--- src/rtl/gpu_text_pkg.sv ---
// Shared geometry, control codes and FSM state type for the character-row text path.
// Imported by the host-side writer and its cursor counter.
package gpu_text_pkg;

    localparam int COLS   = 80;
    localparam int ROWS   = 48;
    localparam int COL_W  = 7;
    localparam int ROW_W  = 6;
    localparam int CHAR_W = 6;

    localparam logic [7:0] CC_LF = 8'h0A;
    localparam logic [7:0] CC_CR = 8'h0D;
    localparam logic [7:0] CC_BS = 8'h08;
    localparam logic [7:0] CC_FF = 8'h0C;

    typedef enum logic [1:0] {
        IDLE  = 2'd0,
        WRITE = 2'd1,
        CLEAR = 2'd2
    } state_e;

    function automatic logic is_ctrl(input logic [7:0] b);
        return (b == CC_LF) || (b == CC_CR) || (b == CC_BS) || (b == CC_FF);
    endfunction

    // Control codes sit inside 0x00-0x3F; they take priority over the glyph range.
    function automatic logic is_printable(input logic [7:0] b);
        return (b[7:6] == 2'b00) && !is_ctrl(b);
    endfunction

endpackage

--- src/rtl/text_cursor.sv ---
// Text cursor counter: advance with row wrap, newline, carriage return, backspace and home.
// Wraps to (0,0) past the last cell; there is no scrolling.
module text_cursor
    import gpu_text_pkg::*;
#(
    parameter int COLS  = gpu_text_pkg::COLS,
    parameter int ROWS  = gpu_text_pkg::ROWS,
    parameter int COL_W = gpu_text_pkg::COL_W,
    parameter int ROW_W = gpu_text_pkg::ROW_W
) (
    input  logic             clk,
    input  logic             rst_n,
    input  logic             i_advance,
    input  logic             i_newline,
    input  logic             i_cr,
    input  logic             i_backspace,
    input  logic             i_home,
    output logic [COL_W-1:0] o_col,
    output logic [ROW_W-1:0] o_row
);

    localparam logic [COL_W-1:0] LAST_COL = COL_W'(COLS - 1);
    localparam logic [ROW_W-1:0] LAST_ROW = ROW_W'(ROWS - 1);

    logic [COL_W-1:0] r_col;
    logic [ROW_W-1:0] r_row;
    logic [COL_W-1:0] w_col_nxt;
    logic [ROW_W-1:0] w_row_nxt;
    logic [ROW_W-1:0] w_row_inc;

    assign w_row_inc = (r_row == LAST_ROW) ? '0 : r_row + ROW_W'(1);

    always_comb begin
        w_col_nxt = r_col;
        w_row_nxt = r_row;
        if (i_home) begin
            w_col_nxt = '0;
            w_row_nxt = '0;
        end else if (i_advance) begin
            if (r_col == LAST_COL) begin
                w_col_nxt = '0;
                w_row_nxt = w_row_inc;
            end else begin
                w_col_nxt = r_col + COL_W'(1);
            end
        end else if (i_newline) begin
            w_col_nxt = '0;
            w_row_nxt = w_row_inc;
        end else if (i_cr) begin
            w_col_nxt = '0;
        end else if (i_backspace && (r_col != '0)) begin
            w_col_nxt = r_col - COL_W'(1);
        end
    end

    always_ff @(posedge clk) begin
        if (!rst_n) begin
            r_col <= '0;
            r_row <= '0;
        end else begin
            r_col <= w_col_nxt;
            r_row <= w_row_nxt;
        end
    end

    assign o_col = r_col;
    assign o_row = r_row;

endmodule

--- src/rtl/char_writer.sv ---
// Host-side writer for the character-row buffers: accepts bytes over valid/ready, decodes
// control codes, and issues cell writes only inside the caller's wr_allow window.
module char_writer
    import gpu_text_pkg::*;
#(
    parameter int                COLS       = gpu_text_pkg::COLS,
    parameter int                ROWS       = gpu_text_pkg::ROWS,
    parameter logic [CHAR_W-1:0] CLEAR_CHAR = 6'd0,
    parameter int                COL_W      = gpu_text_pkg::COL_W,
    parameter int                ROW_W      = gpu_text_pkg::ROW_W
) (
    input  logic              clk,
    input  logic              rst_n,
    input  logic              in_valid,
    input  logic [7:0]        in_data,
    output logic              in_ready,
    input  logic              wr_allow,
    output logic              wr_en,
    output logic [ROW_W-1:0]  wr_row,
    output logic [COL_W-1:0]  wr_col,
    output logic [CHAR_W-1:0] wr_char,
    output logic [COL_W-1:0]  cur_col,
    output logic [ROW_W-1:0]  cur_row,
    output logic              busy
);

    localparam logic [COL_W-1:0] LAST_COL = COL_W'(COLS - 1);
    localparam logic [ROW_W-1:0] LAST_ROW = ROW_W'(ROWS - 1);

    state_e            r_state;
    state_e            w_state_nxt;
    logic [ROW_W-1:0]  r_wr_row;
    logic [COL_W-1:0]  r_wr_col;
    logic [CHAR_W-1:0] r_wr_char;

    logic w_accept;
    logic w_strobe;
    logic w_clr_last;
    logic w_is_lf;
    logic w_is_cr;
    logic w_is_bs;
    logic w_is_ff;
    logic w_is_print;
    logic w_cur_adv;
    logic w_cur_nl;
    logic w_cur_cr;
    logic w_cur_bs;
    logic w_cur_home;

    assign w_is_lf    = (in_data == CC_LF);
    assign w_is_cr    = (in_data == CC_CR);
    assign w_is_bs    = (in_data == CC_BS);
    assign w_is_ff    = (in_data == CC_FF);
    assign w_is_print = is_printable(in_data);
    assign w_accept   = in_valid && in_ready;
    assign w_clr_last = (r_wr_row == LAST_ROW) && (r_wr_col == LAST_COL);

    always_ff @(posedge clk) begin
        if (!rst_n) begin
            r_state <= IDLE;
        end else begin
            r_state <= w_state_nxt;
        end
    end

    always_comb begin
        w_state_nxt = r_state;
        case (r_state)
            IDLE: begin
                if (w_accept && w_is_ff) begin
                    w_state_nxt = CLEAR;
                end else if (w_accept && w_is_print) begin
                    w_state_nxt = WRITE;
                end
            end
            WRITE: begin
                if (wr_allow) begin
                    w_state_nxt = IDLE;
                end
            end
            CLEAR: begin
                if (wr_allow && w_clr_last) begin
                    w_state_nxt = IDLE;
                end
            end
            default: w_state_nxt = IDLE;
        endcase
    end

    // rst_n gating keeps a strobe from reaching the buffers on the edge that aborts an operation.
    always_comb begin
        in_ready   = (r_state == IDLE) && rst_n;
        busy       = (r_state != IDLE);
        w_strobe   = (r_state != IDLE) && wr_allow && rst_n;
        wr_en      = w_strobe;
        w_cur_adv  = (r_state == WRITE) && w_strobe;
        w_cur_home = (r_state == CLEAR) && w_strobe && w_clr_last;
        w_cur_nl   = w_accept && w_is_lf;
        w_cur_cr   = w_accept && w_is_cr;
        w_cur_bs   = w_accept && w_is_bs;
    end

    // In CLEAR the write address registers double as the clear pointer.
    always_ff @(posedge clk) begin
        if (!rst_n) begin
            r_wr_row  <= '0;
            r_wr_col  <= '0;
            r_wr_char <= '0;
        end else if (w_accept && w_is_ff) begin
            r_wr_row  <= '0;
            r_wr_col  <= '0;
            r_wr_char <= CLEAR_CHAR;
        end else if (w_accept && w_is_print) begin
            r_wr_row  <= cur_row;
            r_wr_col  <= cur_col;
            r_wr_char <= in_data[CHAR_W-1:0];
        end else if ((r_state == CLEAR) && w_strobe) begin
            if (r_wr_col == LAST_COL) begin
                r_wr_col <= '0;
                r_wr_row <= (r_wr_row == LAST_ROW) ? '0 : r_wr_row + ROW_W'(1);
            end else begin
                r_wr_col <= r_wr_col + COL_W'(1);
            end
        end
    end

    assign wr_row  = r_wr_row;
    assign wr_col  = r_wr_col;
    assign wr_char = r_wr_char;

    text_cursor #(
        .COLS  (COLS),
        .ROWS  (ROWS),
        .COL_W (COL_W),
        .ROW_W (ROW_W)
    ) u_cursor (
        .clk         (clk),
        .rst_n       (rst_n),
        .i_advance   (w_cur_adv),
        .i_newline   (w_cur_nl),
        .i_cr        (w_cur_cr),
        .i_backspace (w_cur_bs),
        .i_home      (w_cur_home),
        .o_col       (cur_col),
        .o_row       (cur_row)
    );

endmodule
--- config.mk ---
export PLATFORM = sky130hd
export DESIGN_NAME = char_writer
export DESIGN_NICKNAME = d
export VERILOG_FILES = /design/src/rtl/gpu_text_pkg.sv /design/src/rtl/text_cursor.sv /design/src/rtl/char_writer.sv
export SDC_FILE = /design/constraint.sdc
export NUM_CORES = 1
export LEC_CHECK = 0
export ABC_CLOCK_PERIOD_IN_PS = 2600
export CORE_MARGIN = 2
export CORE_UTILIZATION = 45
export DETAILED_ROUTE_END_ITERATION = 7
export PLACE_DENSITY = 0.85
export SLEW_MARGIN = 20
export SYNTH_ARGS = -nofsm -noshare
export SYNTH_HDL_FRONTEND = slang
export SYNTH_HIERARCHICAL = 1
export SYNTH_SLANG_ARGS = --single-unit
--- constraint.sdc ---
create_clock -name clk -period 2.6 [get_ports clk]
set_clock_uncertainty 0.1 [all_clocks]
set_input_delay 0.52 -clock clk [delete_from_list [all_inputs] [get_ports clk]]
set_output_delay 0.52 -clock clk [all_outputs]
set_load 0.01 [all_outputs]
==> results of run 1 <==
## power by group
part	internal (mW)	switching (mW)	leakage, nW
Clock	0.214	0.202	0.0482
Combinational	0.0744	0.0645	0.837
Sequential	0.529	0.0120	0.275
## flip-flops by register name (all words and copies together), names as in the netlist
name,count
u_cursor/o_col,7
wr_char,6
r_state,2
wr_col,7
wr_row,6
u_cursor/o_row,6
## cell families (layout without fill, tap and decap cells)
| family | Yosys count | count (layout) | share of synthesized area (%) |
|---|---|---|---|
| and+or+nand+nor | 110 | 110 | 27.9 |
| AOI/OAI and AO/OA | 81 | 81 | 27.9 |
| DFF | 34 | 34 | 32.7 |
| buffers and inverters | 23 | 106 | 4.69 |
| adders and majority gates | 6 | 6 | 3.61 |
| muxes | 4 | 4 | 1.92 |
| xor gates and xnor gates | 3 | 3 | 1.26 |
## how the worst max path moves through the flow
stage	from	endpoint	slack, ns	depth (start not counted)
floorplan	rst_n	u_cursor/o_col[6]	-0.01	9
global placement	rst_n	u_cursor/o_col[5]	-0.44	11
detailed placement	rst_n	u_cursor/o_col[6]	-0.51	9
CTS	in_data[3]	u_cursor/o_row[4]	0.04	8
global route	in_data[4]	u_cursor/o_row[4]	0.001	9
finish	in_data[4]	u_cursor/o_row[4]	0.07	9
## metrics by stage
stage,std cells,worst slack [ns],cell area (sq um),setup TNS (ns)
6_report,396,0.0715,3040,0
5_1_grt,396,0.00102,3040,0
4_1_cts,395,0.0378,3000,0
3_5_place_dp,380,-0.508,2830,-6.64
3_3_place_gp,380,-0.437,2830,-4.98
2_1_floorplan,261,-0.0140,2110,-0.0140
## final cells by class
type / instances / area [sq um]
inverter: 10 / 37.5
sequential: 34 / 681
multi-input combinational: 204 / 1390
tap: 52 / 65.1
timing repair buffer: 88 / 776
clock buffer: 7 / 86.3
fill: 332 / 1380
clock inverter: 1 / 5.00
## per-layer routing
layer	GRT usage, %	vias to the layer above
met5	0	-
met4	9.22	0
met3	5.00	14
met2	38.9	123
met1	32.2	1128
li1	-	1136
## cell usage in the layout, fill, tap and decap left out, types with 4 or more instances in the layout
master,n
buf_4,41
clkdlybuf4s50_1,40
dfxtp_1,34
nand2_1,28
nor2_1,22
a21oi_1,20
o21ai_0,17
inv_1,10
nor3_1,9
nand3_1,9
a211oi_1,9
ha_1,6
clkbuf_8,6
and3_1,5
o211ai_1,5
dlygate4sd2_1,5
mux2i_1,4
nand4_1,4
or3_1,4
## worst min-delay path, cell delays in order, from the launching register on
cell	delay [ns]
dfxtp_1	0.31
nand2_1	0.05
a21oi_1	0.05
## timing repair
item | CTS | global route
pin swaps | 10 | 7
resized for setup | 12 | 7
endpoints found under the setup margin | 14 | 13
buffers inserted | 7 | 1
cloned | 0 | 0
==> key figures, run 1 <==
Power
  – Final Total Pwr: between 1 and 1.5 mW
  – Max VDD drop: 0.212 mV
  – Pwr per Cell Area: 361 nW/um^2
  – Leak Pwr: ~1.2 nW

STA
  – RSZ-0062 raised after global routing: false
  – Slew at the pin closest to its max-slew limit: roughly 0.56 ns
  – Achievable Freq: about 0.40 GHz
  – Fin. max-slew vios: 0
  – Slew HR: 62.7%
  – Fin Hold WS: between 0.3 and 0.4 ns
  – Tcrit/Tclk final: 97.3%
  – Final Hold Viols: 0
  – Minimum clock period: 2.53 ns
  – Endpoints failing setup: 0

Worst setup path
  – Critical Path RT: around 2.7 ns
  – Critical-path top delay cell: or4_4
  – Arr. time, crit path: 2.66 ns
  – Worst Path Buf+Inv: 1
  – CP cell instances: dlygate4sd2_1 > nor2_2 > nand2_1 > or3_4 > nor4b_4 > nor2b_4 > a41oi_2 > or4_4 > a21oi_2
  – Startpoint types: input pin
  – Crit path capture type: register
  – Worst R2R End: u_cursor/o_row[4]
  – Worst reg-to-reg path cell count: 8
  – CP max FO: 5
  – CP max stage delay: between 0.5 and 0.6 ns
  – R2R Path Start: r_state[0]
  – WS Path Type: in2reg
  – Cell family with most CP delay: simple AND/OR/NAND/NOR gates
  – Worst reg-to-reg setup slack: 0.16 ns

Logic synthesis
  – Post-Synthesis Cells: about 260
  – Yosys top cell by area: dfxtp_1
  – Count leader, synth: dfxtp_1
  – #FFs+latches synth: 34
  – Seq/Total Area, Yosys: 32.7%
  – Syn_nets: about 280
  – Synth cell types: 60
  – Post-Syn Area: 2080 sq um
  – Async set-reset flop share out of synthesis: 0%
  – Number of flops mapped to enable cells by yosys: 0
  – Synth Area per Inst: around 8.0 sq um
  – Synth Flop Type: dfxtp_1
  – Most frequent cells after synthesis: 34 x dfxtp_1, 28 x nand2_1, 23 x nor2_1, 21 x a21oi_1, 17 x o21ai_0
  – Post-synth top area share: around a third
  – Synth area leaders: dfxtp_1 33%, a21oi_1 5.1%, nand2_1 5.1%
  – Synth warn: 6

Finish
  – Post-Route Utilization: between 60% and 70%
  – Area delta synth->final: 46.0%
  – Share of cells above drive strength 1: about a fifth
  – Antenna Cells: 0
  – Fin nets: roughly 360

Clocking
  – # hold bufs at CTS: 0
  – TritonCTS clock tree: built
  – Sink Count: 34
  – Worst skew pair latency: ~0.29 ns
  – Clk buf depth: 2
  – Clk slew on worst S/H paths: 0.07 ns
  – CTS buffer count: 5
  – Htree depth: 2
  – Root Buffer Master: clkbuf_8

Floorplanning
  – # IOs: 47
  – Die width: 72 um
  – Core Area: 4410 sq um
  – Initial Util: a little under half
  – Die Area: 5180 sq um
  – Die Ht: around 72 um
  – FP Rows: 24

Placement
  – PortBufs: 46
  – Detailed placer's ending HPWL: 4300 um
  – RePlAce Congestion: ~0.9

Global routing
  – GRT overflow: 0
  – Initial antenna violation count: 0
  – Largest net degree at the start of global routing: 21
  – Number of global-route vias before repair: 2,164
  – First-pass GRT wire length: slightly above 10,000 um
  – Gr usage total: about a quarter

Hold path
  – Min-Delay Path Class: reg2reg
  – Hold depth: 2
  – Hold EP: wr_char[4]
  – Hold_sp: wr_char[4]

Run status
  – Status: finished clean

Job
  – Maxcap violations: 0

Route
  – Remaining antenna violation count: 0
  – Met3 routed WL: just under 500 um
  – Top layer in use: met4
  – Metal-1 WL: approximately 2600 um
  – Routed met2 length: a little under 3000 um
  – Vias per cell: between 6 and 7
  – WL/cell: about 16 um
  – Drt first pass iters: 5
  – Drt total wl: ~6200 um
  – Post-route DRC: 0
  – Starting DRT DRC Count: between 200 and 250
  – Vias: 2,401
No activity file was read; power rests on OpenSTA's default activity.
==> inputs of run 2 (changes only) <==
--- a/config.mk
+++ b/config.mk
@@ -7,9 +7,10 @@
 export LEC_CHECK = 0
 export ABC_CLOCK_PERIOD_IN_PS = 2600
 export CORE_MARGIN = 2
-export CORE_UTILIZATION = 45
+export CORE_UTILIZATION = 57
 export DETAILED_ROUTE_END_ITERATION = 7
-export PLACE_DENSITY = 0.85
+export DONT_BUFFER_PORTS = 1
+export PLACE_DENSITY = 0.84
 export SLEW_MARGIN = 20
 export SYNTH_ARGS = -nofsm -noshare
 export SYNTH_HDL_FRONTEND = slang
==> run 2 against run 1 <==
  * Non-clock buffer count down 64
  * Flip-flop and latch count unchanged
  * Critical path depth down 1
  * Setup slack better by 0.063 ns
  * Fmax up 2.6%
  * Die area down 20%
  * Via count down 12%
  * First-iteration DRC count down 27%
  * Register-to-register slack worse by 0.03 ns
  * Sequential power about the same
  * Total power down 19%
==> key figures, run 2 (synthesized netlist as in run 1, its figures left out) <==
Run status
  – Status: finished clean

Job
  – Maxcap violations: 0 (unchanged)

Worst setup path
  – WS Path Type: reg2reg
  – CP startpoint: r_state[0]
  – Arr. time, crit path: 2.65 ns (about the same)
  – Critical Path RT: 2.78 ns (+0.04 ns)
  – Crit path capture type: register
  – R2R Path Start: r_state[0]
  – Startpoint types: register
  – CP max FO: 6 (+1)

Power
  – Pwr per Cell Area: 380 nW/um^2 (+5.5%)
  – Clock share of power: 31.2% (-6.8 points)
  – Leak Pwr: 0.878 nW (-24%)
  – Sw Share: 26.4% (+0.92 points)
  – Max VDD drop: 0.228 mV (+7.9%)
  – Net Sw Power: 0.235 mW (-16%)
  – Gate power share: 7.9% (-4.8 points)
  – Seq pwr share: 60.9% (+12 points)
  – P_int: 0.657 mW (-20%)
  – Final Total Pwr: 0.892 mW (-19%)

STA
  – Setup TNS: 0 ns (unchanged)
  – Tcrit/Tclk final: 94.8% (-2.4 points)
  – Minimum clock period: 2.47 ns (-0.0634 ns)
  – Final Hold Viols: 0 (unchanged)
  – RSZ-0062 raised after global routing: false
  – Endpoints failing setup: 0 (unchanged)
  – Achievable Freq: 0.406 GHz (+2.6%)
  – Slew HR: 66.9% (+4.2 points)
  – Final worst slack: 0.135 ns (+0.0634 ns)
  – Fin. max-slew vios: 0 (unchanged)
  – Slew at the pin closest to its max-slew limit: 0.491 ns (-0.0662 ns)

Clocking
  – CTS buffer count: 5 (unchanged)
  – Root Buffer Master: clkbuf_4
  – Sink Count: 34 (unchanged)
  – TritonCTS clock tree: built
  – Clk slew on worst S/H paths: 0.11 ns (+0.04 ns)
  – Clk buf depth: 2 (unchanged)
  – Worst skew pair latency: 0.35 ns (+0.06 ns)
  – Setup bufs post-CTS: 0 (-7)
  – Htree depth: 2 (unchanged)

Placement
  – Pre-CTS setup slack: -0.0381 ns (+0.470 ns)
  – PortBufs: 0 (-100%)
  – RePlAce Congestion: 0.915 (+2.5%)
  – Area after DPL: 2290 sq um (-19%)
  – Detailed placer's ending HPWL: 3980 um (-7.6%)

Finish
  – Antenna Cells: 0 (unchanged)
  – Fin nets: 297 (-18%)
  – Layout fillers: 287 (-14%)
  – Area delta synth->final: 12.7%
  – Commonest non-fill, non-tap cell in the layout: dfxtp_1
  – Final Cell Area: 2340 sq um (-23%)
  – Commonest cells after routing, fill and taps aside: 34 x dfxtp_1, 28 x nand2_1, 24 x buf_4
  – Share of cells above drive strength 1: 17.2% (-4.0 points)

Global routing
  – Initial antenna violation count: 0 (unchanged)
  – GR peak layer: met2
  – Gr usage total: 27.7% (+3.4 points)
  – First-pass GRT wire length: 9010 um (-10%)
  – Met1 Resource Use GR: 35.0% (+2.8 points)
  – Met2 Use GR: 44.7% (+5.8 points)
  – Largest net degree at the start of global routing: 27 (+29%)
  – Met3 usage: 7.81% (+2.8 points)
  – Number of global-route vias before repair: 1,924 (-11%)
  – GRT overflow: 0 (unchanged)

Route
  – WL/cell: 16.6 um (+6.0%)
  – Starting DRT DRC Count: 179 (-27%)
  – Remaining antenna violation count: 0 (unchanged)
  – Drt total wl: 5400 um (-13%)
  – Vias: 2,106 (-12%)
  – Post-route DRC: 0 (unchanged)
  – Drt first pass iters: 4 (-1)
  – Vias per cell: 6.48 (+6.9%)

Hold path
  – Min-Delay Path Class: in2reg
  – Hold_sp: in_data[5]

Floorplanning
  – # IOs: 47 (unchanged)
  – Initial Util: 60.9% (+14 points)
  – Die width: 64.4 um (-11%)
  – Die Ht: 64.4 um (-11%)
  – Core Area: 3420 sq um (-23%)
  – Die Area: 4150 sq um (-20%)
  – FP Rows: 21 (-13%)
-- run 2: changes by cell type in the layout (fill, tap and decap cells not counted), sizes merged --
| cell | before | now |
|---|---|---|
| dlygate4sd2 | 5 | 0 |
| dlymetal6s2s | 1 | 0 |
| buf | 42 | 24 |
| clkdlybuf4s50 | 40 | 0 |
| clkbuf | 7 | 5 |
| clkinv | 1 | 2 |
-- run 2: area by class of cell --
class / count / area (sq um) / share of cell area, %
multi-input cells: 204 / 1340 / 57.2
clock inverters: 2 / 10.0 / 0.427
well taps: 46 / 57.6 / 2.45
repair buffers: 24 / 180 / 7.68
inverters: 10 / 37.5 / 1.60
clock buffers: 5 / 37.5 / 1.60
flip-flops and latches: 34 / 681 / 29.0
-- run 2: path summary, 6_finish.rpt --
check | to | slack [ns] | cells after the start
hold reg to reg | wr_char[4] | 0.41 | 2
setup reg to reg | u_cursor/o_row[4] | 0.13 | 8
hold / removal | wr_char[5] | 0.20 | 2
setup / recovery | u_cursor/o_row[4] | 0.13 | 8
-- run 2: through the flow --
step	hold WS (ns)	utilization (%)	std cells
3_3_place_gp	0.390	66.9	318
6_report	0.197	68.6	325
4_1_cts	0.187	68.3	325
5_1_grt	0.186	68.6	325
3_5_place_dp	0.395	66.9	318
2_1_floorplan	0.378	-	261
-- run 2: worst max-delay path, cell delays in order (launching register included) --
cell,delay [ns]
dfxtp_1,0.38
nor3b_4,0.20
nand2_1,0.10
or3_4,0.43
nor4b_4,0.23
nor2b_1,0.16
a41oi_1,0.10
or4_1,0.56
a21oi_1,0.14
-- run 2: layer usage --
layer,wire length (um),share of wire [%]
met2,2540,47
met1,2300,43
met4,87,1.6
met3,468,8.7
met5,0,0
-- run 2: what timing repair did --
action	in CTS	in global routing
gates resized for setup	0	2
hold buffers	0	0
endpoints found under the setup margin	0	4
-- run 2: power by group through the flow --
stage / sequential (mW) / combinational (mW) / clock [mW]
4_1_cts: 0.543 / 0.0690 / 0.284
5_1_grt: 0.545 / 0.0771 / 0.307
2_1_floorplan: 0.553 / 0.0491 / 0
3_5_place_dp: 0.555 / 0.0687 / 0
3_3_place_gp: 0.555 / 0.0670 / 0
6_report: 0.543 / 0.0704 / 0.279
